<file path="config.mk">
export PLATFORM = sky130hd
export DESIGN_NAME = alu_src_sel_pipe
export DESIGN_NICKNAME = d
export VERILOG_FILES = /design/src/rtl/alu_src_sel_pipe.sv
export SDC_FILE = /design/constraint.sdc
export NUM_CORES = 1
export LEC_CHECK = 0
export CAP_MARGIN = 10
export CORE_MARGIN = 2
export CORE_UTILIZATION = 44
export CTS_CLUSTER_SIZE = 40
export DETAILED_ROUTE_END_ITERATION = 6
export PLACE_DENSITY = 0.82
export SYNTH_ARGS = -nofsm -noshare
export SYNTH_HDL_FRONTEND = slang
export SYNTH_SLANG_ARGS = --single-unit
</file>
<file path="constraint.sdc">
create_clock -name clk -period 2.2 [get_ports clk]
set_input_delay 0.33 -clock clk [delete_from_list [all_inputs] [get_ports clk]]
set_output_delay 0.33 -clock clk [all_outputs]
set_load 0.01 [all_outputs]
</file>
<file path="src/rtl/alu_src_sel_pipe.sv">
// Pipelined ALU source-B operand selector: picks one of NUM_IN operands,
// applies immediate extension and queues the result in a 2-entry buffer.
module alu_src_sel_pipe #(
  parameter int WIDTH  = 32,
  parameter int NUM_IN = 4,
  parameter int SEL_W  = 2,
  parameter int IMM_W  = 16
) (
  input  logic                    clk,
  input  logic                    reset,
  input  logic [NUM_IN*WIDTH-1:0] in_data,
  input  logic [SEL_W-1:0]        sel,
  input  logic [1:0]              ext_mode,
  input  logic                    in_valid,
  output logic                    in_ready,
  output logic [WIDTH-1:0]        out_data,
  output logic                    out_valid,
  input  logic                    out_ready,
  output logic                    sel_err,
  input  logic                    err_clr
);

  typedef enum logic [1:0] {
    EMPTY = 2'd0,
    ONE   = 2'd1,
    FULL  = 2'd2
  } state_t;

  state_t           state, state_next;
  logic [WIDTH-1:0] head, tail, head_next, tail_next;
  logic [WIDTH-1:0] raw, sext, res;
  logic             illegal, push, pop;

  // Out-of-range selects yield a zero operand rather than an X or alias
  always_comb begin
    raw = '0;
    for (int k = 0; k < NUM_IN; k++) begin
      if (sel == SEL_W'(k)) raw = in_data[k*WIDTH +: WIDTH];
    end
  end

  assign illegal = (32'(sel) >= NUM_IN);
  assign sext    = {{(WIDTH-IMM_W){raw[IMM_W-1]}}, raw[IMM_W-1:0]};

  always_comb begin
    res = raw;
    case (ext_mode)
      2'b00:   res = raw;
      2'b01:   res = sext;
      2'b10:   res = {{(WIDTH-IMM_W){1'b0}}, raw[IMM_W-1:0]};
      default: res = sext << 2;
    endcase
  end

  // Ready depends only on registered occupancy, so no out_ready -> in_ready path
  assign in_ready  = (state != FULL);
  assign out_valid = (state != EMPTY);
  assign out_data  = head;
  assign push      = in_valid & in_ready;
  assign pop       = out_valid & out_ready;

  always_comb begin
    state_next = state;
    head_next  = head;
    tail_next  = tail;
    case (state)
      EMPTY: begin
        if (push) begin
          head_next  = res;
          state_next = ONE;
        end
      end
      ONE: begin
        if (push && pop) begin
          head_next = res;
        end else if (push) begin
          tail_next  = res;
          state_next = FULL;
        end else if (pop) begin
          state_next = EMPTY;
        end
      end
      FULL: begin
        if (pop) begin
          head_next  = tail;
          state_next = ONE;
        end
      end
      default: state_next = EMPTY;
    endcase
  end

  // A set in the same cycle as err_clr takes priority over the clear
  always_ff @(posedge clk or posedge reset) begin
    if (reset) begin
      state   <= EMPTY;
      head    <= '0;
      tail    <= '0;
      sel_err <= 1'b0;
    end else begin
      state <= state_next;
      head  <= head_next;
      tail  <= tail_next;
      if (push && illegal)
        sel_err <= 1'b1;
      else if (err_clr)
        sel_err <= 1'b0;
    end
  end

endmodule

</file>
==> results.sh <==
export IMPL_synth_area_sq_mm=0.00419
export IMPL_ir_drop_mv=0.365
export IMPL_fin_ws_ps=155
export IMPL_grt_usage_pct=23.0
export IMPL_cts_setup_buffers=0
export IMPL_path_cells="nor2b_2, clkinv_1, clkdlybuf4s50_1"
export IMPL_drive_above_1_share_pct=14.7
export IMPL_drtIter0Drc=130
export IMPL_clk_pin_slew_ps=70
export IMPL_firstDrtPassIters=5
export IMPL_drt_wl_total_um=11600
export IMPL_placed_area_sq_mm=0.00603
export IMPL_critPathBufInv=2
export IMPL_seqPwrFrac_pct=40.4
export IMPL_die_area_sq_mm=0.0103
export IMPL_clock_latency_ps=340
export IMPL_fin_skew_ps=7.31
export IMPL_fmax_mhz=489
export IMPL_comb_power_share_pct=38.7
export IMPL_finalInstanceArea_sq_mm=0.00622
export IMPL_crit_fanout=7
export IMPL_vias=3739
export IMPL_most_common_layout_cells="clkdlybuf4s50_1 (168), dfrtp_1 (66), mux2i_1 (64), nor2_1 (50), a211oi_2 (25)"
export IMPL_rsz0062_at_grt="false"
export IMPL_yosys_warnings=0
export IMPL_slew_violations=0
export IMPL_syn_to_final_growth_pct=48.4
export IMPL_ys_ff_latch=66
export IMPL_fin_total_pwr_mw=4.67
export IMPL_rows=35
export IMPL_syn_nets=529
export IMPL_grt_max_degree=37
export IMPL_synthMuxAreaShare_pct=23.9
export IMPL_fin_tns_setup_ps=0
export IMPL_synth_cell_types=31
export IMPL_fin_crit_sh_pct=93.0
export IMPL_num_io_pins=172
export IMPL_hold_class="in2async"
export IMPL_cellLeakagePower_nw=2.64
export IMPL_grt_pass1_vias=4016
export IMPL_p_sw_mw=1.48
export IMPL_synth_top_family_by_area="multiplexers"
export IMPL_gp_congestion=0.846
export IMPL_clkPwrFrac_pct=20.8
export IMPL_diodes=0
export IMPL_dpl_hpwl_um=9160
export IMPL_multi_input_area_sq_mm=0.00230
export IMPL_cts_path_max_buffers=2
export IMPL_cts_tree="done"
export IMPL_cp_slowest_cell="clkdlybuf4s50_1"
export IMPL_cts_root_buf="clkbuf_8"
export IMPL_ctsHtreeMaxLevel=3
export IMPL_wl_per_cell_um=16.7
export IMPL_yosys_area_share_simple_pct=10.8
export IMPL_numCtsBuffers=9
export IMPL_swShare_pct=31.7
export IMPL_portBuffers=169
export IMPL_setup_violations=0
export IMPL_rr_worst_depth=6
export IMPL_startpoint_type="flip-flop"
export IMPL_via_per_inst=5.40
export IMPL_required_ps=1870
export IMPL_nFillCells=730
export IMPL_cap_violations=0
export IMPL_post_route_drc_count=0
export IMPL_coreArea_sq_mm=0.00924
export IMPL_cp_data_arrival_time_ps=1710
export IMPL_critPathMaxStageDelay_ps=530
export IMPL_holdBufCountCts=0
export IMPL_synthAdderAreaFrac_pct=0
export IMPL_internal_power_mw=3.19
export IMPL_cp_depth=3
export IMPL_dp_cells=676
export IMPL_period_minus_slack_ps=2040
export IMPL_grt_pass1_wl_um=18800
export IMPL_synthXorXnorAreaFrac_pct=0
export IMPL_nets=695
export IMPL_syn_inst=392
export IMPL_ff_latch_area_sq_mm=0.00165
export IMPL_die_height_um=102
export IMPL_end_kind="primary output"
export IMPL_synth_compound_area_share_pct=19.7
export IMPL_start_util_pct=45.4
export IMPL_ant_nets=0
export IMPL_criticalPathCategory="reg2out"
export IMPL_antenna_found_initial=0
export IMPL_fin_cells=692
export IMPL_final_common_cell="clkdlybuf4s50_1"
export IMPL_cts_num_sinks=66
export IMPL_grt_remaining_overflow=0
export IMPL_pre_cts_slack_ps=-11.9
export IMPL_power_density_mw_per_mm2=750
export IMPL_hold_viol=0
export IMPL_yosysSeqAreaShare_pct=39.4
export IMPL_cp_top_family="buffers and inverters"
export IMPL_die_w_um=102
export IMPL_status="complete, no violations"
export IMPL_syn_avg_cell_area_sq_um=10.7
## sequential cells by signal, summed over array words and instances, names as in the netlist
signal	flops
state	2
tail	32
out_data	32
## cells in the mapped netlist, drive strengths merged
master / n / area (sq um)
dfrtp: 66 / 1650
inv: 4 / 17.5
o22a: 16 / 140
a211oi: 30 / 350
a21boi: 1 / 11.3
nand3: 4 / 20.0
nand2b: 3 / 18.8
clkbuf: 15 / 56.3
nand3b: 1 / 7.51
o21ai: 16 / 80.1
and2: 1 / 6.26
buf: 20 / 185
conb: 1 / 3.75
nor2: 51 / 191
or3: 2 / 12.5
a21oi: 4 / 20.0
nor3: 16 / 80.1
mux2i: 64 / 641
a31oi: 17 / 106
nor2b: 3 / 18.8
nand2: 24 / 90.1
o22ai: 1 / 6.26
a21o: 15 / 113
or2: 1 / 6.26
mux4: 16 / 360
## final cells by class
class	count	area share (%)
Sequential cell	66	26.5
Multi-Input combinational cell	287	36.9
Clock buffer	11	2.11
Clock inverter	5	0.885
Timing Repair Buffer	190	30.7
Inverter	4	0.282
Tap cell	129	2.59
## power by group through the flow
stage	combinational (mW)	clock, mW	sequential (mW)
finish	1.81	0.973	1.89
global route	1.98	1.04	1.94
CTS	1.83	0.990	1.89
detailed placement	1.83	0	1.91
global placement	1.77	0	1.89
floorplan	0.866	0	1.95
## cell families (layout without fill, tap and decap cells)
kind of cell | Yosys count | after routing
compound gates | 100 | 100
simple gates | 106 | 106
other cells | 1 | 1
flops | 66 | 66
mux | 80 | 80
buf+inv | 39 | 210
## final timing paths
check / start / to / slack (ps)
worst max-delay path: state[1] / in_ready / 160
worst min-delay path: reset / out_data[18] / 390
worst min register to register: out_data[11] / out_data[11] / 480
max in group asynchronous: reset / out_data[16] / 1460
worst max register to register: state[1] / out_data[10] / 550
min in group clk: out_data[11] / out_data[11] / 480
## repair_timing
action / CTS / global route
endpoints found under the hold margin: 0 / 0
resized for setup: 0 / 1
setup endpoints to repair: 0 / 1
## per-layer routing
layer	share of wire, %	GRT usage [%]
met5	0	0
met4	0.64	6.34
met3	11	5.87
met2	49	40.2
met1	40	28.2
## per-stage QoR
step,utilization (%),hold WS (ps)
after floorplan,-,396
after global placement,65.3,463
after detailed placement,65.3,463
after CTS,67.3,399
after global routing,67.3,422
final,67.3,392
## worst reg2reg max path, stage by stage (launching register included)
cell      delay [ps]
dfrtp_1          430
nor2b_2          250
clkinv_1         170
buf_4            290
nor2_1           180
a211oi_2          60
a21o_1           170
No activity file was read; power rests on OpenSTA's default activity.
